[src/rtl/cla_slice_sequencer.sv]
// Sequencer that performs a WIDTH-bit add/subtract by feeding one external
// SLICE-bit CLA one slice per clock, LSB first, and registering the flags.
module cla_slice_sequencer #(
    parameter int WIDTH = 32,
    parameter int SLICE = 4
) (
    input  logic             clk_i,
    input  logic             rst_n_i,
    input  logic             start_i,
    input  logic             sub_i,
    input  logic [WIDTH-1:0] a_i,
    input  logic [WIDTH-1:0] b_i,
    output logic             busy_o,
    output logic             done_o,
    output logic [WIDTH-1:0] result_o,
    output logic             cout_o,
    output logic             ovf_o,
    output logic             zero_o,
    output logic [SLICE-1:0] slice_a_o,
    output logic [SLICE-1:0] slice_b_o,
    output logic             slice_cin_o,
    input  logic [SLICE-1:0] slice_sum_i,
    input  logic             slice_cout_i
);
    localparam int N  = WIDTH / SLICE;
    localparam int CW = (N > 1) ? $clog2(N) : 1;
    localparam logic [CW-1:0] CNT_LAST = CW'(N - 1);

    typedef enum logic [1:0] {IDLE, RUN, DONE} state_t;

    state_t            state_q;
    logic [WIDTH-1:0]  a_sh_q, b_sh_q, res_sh_q, result_q;
    logic [CW-1:0]     cnt_q;
    logic              carry_q, a_msb_q, b_msb_q;
    logic              busy_q, done_q, cout_q, ovf_q, zero_q;
    logic [WIDTH-1:0]  res_sh_d, b_eff_d;

    assign b_eff_d  = sub_i ? ~b_i : b_i;
    // New slice enters at the top so the LSB slice ends up at bit 0 after N shifts.
    assign res_sh_d = (res_sh_q >> SLICE) | (WIDTH'(slice_sum_i) << (WIDTH - SLICE));

    assign slice_a_o   = (state_q == RUN) ? a_sh_q[SLICE-1:0] : '0;
    assign slice_b_o   = (state_q == RUN) ? b_sh_q[SLICE-1:0] : '0;
    assign slice_cin_o = (state_q == RUN) ? carry_q : 1'b0;

    assign busy_o   = busy_q;
    assign done_o   = done_q;
    assign result_o = result_q;
    assign cout_o   = cout_q;
    assign ovf_o    = ovf_q;
    assign zero_o   = zero_q;

    always_ff @(posedge clk_i) begin
        if (!rst_n_i) begin
            state_q  <= IDLE;
            a_sh_q   <= '0;
            b_sh_q   <= '0;
            res_sh_q <= '0;
            result_q <= '0;
            cnt_q    <= '0;
            carry_q  <= 1'b0;
            a_msb_q  <= 1'b0;
            b_msb_q  <= 1'b0;
            busy_q   <= 1'b0;
            done_q   <= 1'b0;
            cout_q   <= 1'b0;
            ovf_q    <= 1'b0;
            zero_q   <= 1'b0;
        end else begin
            case (state_q)
                IDLE, DONE: begin
                    done_q <= 1'b0;
                    if (start_i) begin
                        a_sh_q  <= a_i;
                        b_sh_q  <= b_eff_d;
                        carry_q <= sub_i;
                        cnt_q   <= '0;
                        a_msb_q <= a_i[WIDTH-1];
                        b_msb_q <= b_eff_d[WIDTH-1];
                        busy_q  <= 1'b1;
                        state_q <= RUN;
                    end else begin
                        state_q <= IDLE;
                    end
                end
                RUN: begin
                    a_sh_q   <= a_sh_q >> SLICE;
                    b_sh_q   <= b_sh_q >> SLICE;
                    res_sh_q <= res_sh_d;
                    carry_q  <= slice_cout_i;
                    if (cnt_q == CNT_LAST) begin
                        state_q  <= DONE;
                        busy_q   <= 1'b0;
                        done_q   <= 1'b1;
                        result_q <= res_sh_d;
                        cout_q   <= slice_cout_i;
                        // Overflow: like-signed operands give a sum of the other sign.
                        ovf_q    <= (a_msb_q == b_msb_q) && (slice_sum_i[SLICE-1] != a_msb_q);
                        zero_q   <= (res_sh_d == '0);
                    end else begin
                        cnt_q <= cnt_q + CW'(1);
                    end
                end
                default: state_q <= IDLE;
            endcase
        end
    end
endmodule

[config.mk]
export PLATFORM = sky130hd
export DESIGN_NAME = cla_slice_sequencer
export DESIGN_NICKNAME = d
export VERILOG_FILES = /design/src/rtl/cla_slice_sequencer.sv
export SDC_FILE = /design/constraint.sdc
export NUM_CORES = 1
export LEC_CHECK = 0
export BUFFER_PORTS_ARGS = -buffer_cell sky130_fd_sc_hd__buf_2
export CAP_MARGIN = 20
export CORE_ASPECT_RATIO = 1.1
export CORE_UTILIZATION = 40
export CTS_CLUSTER_SIZE = 16
export DETAILED_ROUTE_END_ITERATION = 12
export PLACE_DENSITY_LB_ADDON = 0.08
export SYNTH_ARGS = -nofsm -noshare
export SYNTH_HDL_FRONTEND = slang
export SYNTH_SLANG_ARGS = --single-unit
[constraint.sdc]
create_clock -name clk_i -period 2.25 [get_ports clk_i]
set_input_delay 0 -clock clk_i [delete_from_list [all_inputs] [get_ports clk_i]]
set_output_delay 0 -clock clk_i [all_outputs]
set_load 0.05 [all_outputs]
==> metrics.csv, run 1 <==
metric;value;unit
Core Region;0.0139;mm2
final setup fails;0;
starting density of the core;0.413;
WL final;13800;um
Startpoint Class;flip-flop;
critical path fanouts, max;94;
top sig layer;met4;
WP data required;2.25;ns
vias in the first global route;4510;
I/O Buffers;118;
Met3 Wirelength;561;um
DR DRC count;0;
H-tree depth;4;
Max rail drop VDD;0.387;mV
Yosys cell types;29;
Seq/Total Area, Yosys;0.480;
drt pass-1 iters;4;
Setup TNS Final;0;ns
Layout area overhead;28.1;%
Die Ht;127;um
ANT nets after route;0;
Syn Inst Count;592;
HPWL Detailed;8350;um
CP Capture Type;output pin;
part of the cycle the worst path needs;0.925;
share of cells above drive strength 1;0.213;
syn_area_per_cell;9.65;um2
total grt overflow;0;
Fin. Hold Viols;0;
Worst slew margin;0.611;
Initial DRC Count;280;
Synth Cell Area;0.00572;mm2
drt via density;5.14;
flop-to-flop setup slack;0.47;ns
Placement Cell Area;0.00636;mm2
largest net degree at the start of global routing;95;
initial antenna violation count;1;
reg2reg start;state_q[0];
critical path type;reg -> out;
Resized cells post-CTS;0;
GRT Util Overall;0.196;
Reg clk slew, reported paths;0.05;ns
final instance area;0.00732;mm2
met2 WL post-DR;6490;um
Tmin final;2.08;ns
commonest non-fill, non-tap cell in the layout;dfxtp_1;
commonest cells after routing, fill and taps aside;dfxtp_1 (137), buf_2 (118), a21boi_0 (84);
vias after detailed routing;4758;
IO Pins;119;
Routed wire per std cell;14.9;um
GP Congestion;0.725;
die area;0.0148;mm2
r2r worst-path depth;4;
Setup Buffers After CTS;0;
CP arrival;2.08;ns
CTS tree;yes;
pin slew with the least headroom to its limit;0.582;ns
RSZ-0062 raised after global routing;false;
Achievable Freq;481;MHz
nets@finish;801;
skew final;0.00633;ns
wl on met1;6450;um
first-pass GRT wire length;22600;um
YS warnings;0;
worst hold start;b_i[2];
leakage;2.95;nW
fin. max-slew vios;0;
Die X;116;um
MaxCap Viol Count;0;
area share of the largest cell type after synthesis;0.480;
Net Count, Synth;667;
Clock Tree Buf Depth;2;
top post-synthesis cells by area;dfxtp_1 (48%), a21boi_0 (11%), a22oi_1 (7.5%), nand3_1 (5.7%), a22o_1 (5.1%);
HP Class;in -> reg;
FF-to-FF End;zero_o;
Layout Cells excl Fill;926;
Hold-fix buffers, CTS;46;
worst skew pair latency;0.41;ns
Hold EP;b_sh_q[2];
post-placement cell count;849;
pwr dens;766;mW/mm2
Site Rows;45;
clk sink count;137;
CTS Root Cell;clkbuf_16;
status;finished clean;
area leader, netlist;dfxtp_1;
hold path depth;4;
CTS Buf Count;17;
Seq cells post-synth;137;
-- cells in the mapped netlist --
master and count:
nand3_1 65, clkbuf_2 1, buf_2 26, mux2i_1 1, xor2_1 32, nor2b_4 1, nor3b_1 2, nor3_1 1
clkbuf_1 15, a31o_2 1, nor2b_1 2, a32o_1 1, and2_1 10, dfxtp_1 137, buf_6 8, buf_4 10
and3_1 1, a22o_1 33, a22oi_1 57, o22ai_1 1, and4_1 2, nand2_1 69, nand2b_1 3, nand3b_1 3
o21a_1 3, a21boi_0 84, ha_1 2, nor4_1 8, a21boi_1 13
-- final cells by class --
cell class                      count  area, um2
Sequential cell                   137       2740
Fill cell                        1358       6530
Clock inverter                      4       20.0
Timing Repair Buffer              175       1210
Clock buffer                       26        479
Tap cell                          188        235
Multi-Input combinational cell    395       2630
Antenna cell                        1       2.50
-- per-layer routing --
layer,vias to the layer above,global-route usage
met5,-,0
met4,0,0.0814
met3,24,0.0498
met2,109,0.308
met1,2228,0.255
li1,2397,-
-- metrics by stage --
stage	util	power, W	worst slack, ns	hold slack, ns
after floorplan	-	0.00303	0.709	0.125
after global placement	0.459	0.00320	0.556	0.255
after detailed placement	0.459	0.00322	0.488	0.264
after CTS	0.528	0.00567	0.188	0.000424
after global routing	0.528	0.00586	0.0995	0.0265
final	0.529	0.00561	0.169	0.00497
-- state kept, by name, indices dropped and copies added, names as in the netlist, 2 cells and up --
signal and flops:
res_sh_q 28, cnt_q 3, result_o 32, state_q 2, a_sh_q 32, b_sh_q 32
-- power breakdown --
part	switching [W]	internal, W
Combinational	0.000348	0.000280
Sequential	0.0000603	0.00253
Clock	0.000941	0.00144
-- worst max path at each step --
stage                from      endpoint  slack, ns  cells after the start
2_1_floorplan    cnt_q[0]  result_o[22]       0.71                      7
3_3_place_gp   state_q[0]        zero_o       0.56                      4
3_5_place_dp   state_q[0]        zero_o       0.49                      4
4_1_cts        state_q[0]   slice_cin_o       0.19                      4
5_1_grt        state_q[0]   slice_cin_o        0.1                      4
6_report       state_q[0]   slice_cin_o       0.17                      4
-- critical path: stages (launching register included) --
cell     delay (ns)
dfxtp_1        0.52
nor2b_4        0.24
buf_12         0.32
and2_1         0.23
buf_2          0.27
-- cell families after synthesis --
group	synth area share
AO/OA/AOI/OAI	0.261
XOR/XNOR	0.0490
adder cells (fa/ha/maj)	0.00438
buffers and inverters	0.0624
flip-flops	0.480
multiplexers	0.00175
AND/OR/NAND/NOR	0.141
Note: power is estimated with default switching activity, not from simulation.
==> inputs of run 2 (changes only) <==
--- a/config.mk
+++ b/config.mk
@@ -11,6 +11,7 @@
 export CORE_UTILIZATION = 40
 export CTS_CLUSTER_SIZE = 16
 export DETAILED_ROUTE_END_ITERATION = 12
+export HOLD_SLACK_MARGIN = 0.02
 export PLACE_DENSITY_LB_ADDON = 0.08
 export SYNTH_ARGS = -nofsm -noshare
 export SYNTH_HDL_FRONTEND = slang
==> run 2 against run 1 <==
Combinational power grew 3%. Count of clock-buffer cells in the layout did not move. Routed wire length grew 0.79%. Hold slack better by 0.019 ns. Clock power about the same. Total power up 0.28%. Clock skew decreased by 0.00091 ns. Sequential power about the same. Critical endpoint unchanged. Largest cell class unchanged.
==> metrics.csv, run 2 (same netlist as run 1, synthesis figures left out) <==
metric;value;unit;change
Layout Cells excl Fill;938;;+1.3%
drt via density;5.10;;-0.78%
vias in the first global route;4600;;+2.0%
post-layout total power;0.00562;W;+0.28%
WL final;13900;um;+0.79%
largest net degree at the start of global routing;95;;unchanged
commonest cells after routing, fill and taps aside;dfxtp_1 (137), buf_2 (118), a21boi_0 (84);;
Resized cells post-CTS;0;;unchanged
Die X;116;um;unchanged
wl on met1;6580;um;+2.0%
Clock Power Share;0.424;;about the same
skew final;0.00542;ns;-0.000911 ns
Reg clk slew, reported paths;0.05;ns;about the same
total grt overflow;0;;unchanged
CP Capture Type;output pin;;
I/O Buffers;118;;unchanged
HPWL Detailed;8350;um;unchanged
Setup Buffers After CTS;0;;unchanged
Tmin final;2.06;ns;-0.0239 ns
Startpoint Class;flip-flop;;
MaxCap Viol Count;0;;unchanged
FF-to-FF End;zero_o;;
Fin. Hold Viols;0;;unchanged
GRT Util Overall;0.199;;+0.00242
top sig layer;met4;;
Site Rows;45;;unchanged
Clock Tree Buf Depth;2;;unchanged
starting density of the core;0.413;;unchanged
Max rail drop VDD;0.383;mV;-0.97%
initial antenna violation count;0;;-1
drt pass-1 iters;4;;unchanged
Met3 Wirelength;496;um;-12%
pin slew with the least headroom to its limit;0.579;ns;-0.00318 ns
die area;0.0148;mm2;unchanged
H-tree depth;4;;unchanged
worst hold start;b_i[16];;
DR DRC count;0;;unchanged
CTS tree;yes;;
Routed wire per std cell;14.8;um;-0.50%
worst setup margin;0.193;ns;+0.0239 ns
clk sink count;137;;unchanged
vias after detailed routing;4782;;+0.50%
hold path depth;4;;unchanged
Reg power frac;0.461;;about the same
part of the cycle the worst path needs;0.914;;-0.0106
CP arrival;2.06;ns;-0.02 ns
first-pass GRT wire length;22900;um;+1.4%
GP Congestion;0.725;;unchanged
pre-CTS WS;0.488;ns;unchanged
share of cells above drive strength 1;0.209;;-0.00369
nets@finish;814;;+1.6%
pwr dens;755;mW/mm2;-1.4%
commonest non-fill, non-tap cell in the layout;dfxtp_1;;
CTS Root Cell;clkbuf_16;;
leakage;3.00;nW;+1.8%
Worst slew margin;0.613;;+0.00212
NetSw;0.00135;W;about the same
ANT nets after route;0;;unchanged
CTS Buf Count;17;;unchanged
r2r worst-path depth;4;;unchanged
Layout area overhead;30.3;%;
post-placement cell count;849;;unchanged
switching share of power;0.240;;-0.000617
Hold EP;b_sh_q[16];;
P_int;0.00427;W;+0.36%
final setup fails;0;;unchanged
IO Pins;119;;unchanged
worst skew pair latency;0.41;ns;about the same
flop-to-flop setup slack;0.46;ns;about the same
cell chain of the critical path;nor2b_4 -> buf_12 -> and2_1 -> buf_2;;
WP data required;2.25;ns;about the same
highest cell delay on the worst timing path;0.51;ns;about the same
Initial DRC Count;245;;-13%
critical path type;reg -> out;;
diode count;0;;-1
status;finished clean;;
HP Class;in -> reg;;
Comb pwr share;0.115;;+0.003
Die Ht;127;um;unchanged
fin. max-slew vios;0;;unchanged
reg2reg start;state_q[0];;
Setup TNS Final;0;ns;unchanged
met2 WL post-DR;6560;um;+1.2%
Slowest-stage cell, CP;dfxtp_1;;
RSZ-0062 raised after global routing;false;;
final hold slack;0.0235;ns;+0.0185 ns
Achievable Freq;486;MHz;+1.2%
critical path fanouts, max;94;;unchanged
Core Region;0.0139;mm2;unchanged
-- run 2: final cells by class --
type	instances	area, um2
clock buffer	26	479
clock inverter	4	20.0
timing repair buffer	188	1340
multi-input combinational	395	2630
tap	188	235
fill	1348	6400
sequential	137	2740
-- run 2: layer usage --
| layer | up-vias | track usage |
|---|---|---|
| met5 | - | 0 |
| met4 | 0 | 0.0814 |
| met3 | 19 | 0.0484 |
| met2 | 101 | 0.315 |
| met1 | 2242 | 0.257 |
| li1 | 2420 | - |
-- run 2: worst max path at each step --
stage,from,slack (ns),cells after the start,end
after floorplan,cnt_q[0],0.71,7,result_o[22]
after global placement,state_q[0],0.56,4,zero_o
after detailed placement,state_q[0],0.49,4,zero_o
after CTS,state_q[0],0.19,4,slice_cin_o
after global routing,state_q[0],0.1,4,slice_cin_o
final,state_q[0],0.19,4,slice_cin_o
-- run 2: power groups by stage --
| stage | clock network (W) | logic (W) | registers (W) |
|---|---|---|---|
| 2_1_floorplan | 0 | 0.000405 | 0.00263 |
| 3_3_place_gp | 0 | 0.000563 | 0.00264 |
| 3_5_place_dp | 0 | 0.000573 | 0.00264 |
| 4_1_cts | 0.00244 | 0.000653 | 0.00259 |
| 5_1_grt | 0.00256 | 0.000715 | 0.00260 |
| 6_report | 0.00238 | 0.000647 | 0.00259 |
-- run 2: worst max-delay path, delay by kind of cell (launching register included) --
family,cells,cell delay (ns)
buffers and inverters,2,0.62
flip-flops,1,0.51
AND/OR/NAND/NOR,2,0.46
-- run 2: timing repair --
item | 4_1_cts | 5_1_grt
endpoints found under the setup margin | 0 | 0
hold endpoints to repair | 66 | 0
hold buffers | 59 | 0
-- run 2: stage by stage --
step / cell area [um2] / util
2_1_floorplan: 5720 / -
3_3_place_gp: 6360 / 0.459
3_5_place_dp: 6360 / 0.459
4_1_cts: 7450 / 0.538
5_1_grt: 7450 / 0.538
6_report: 7450 / 0.538
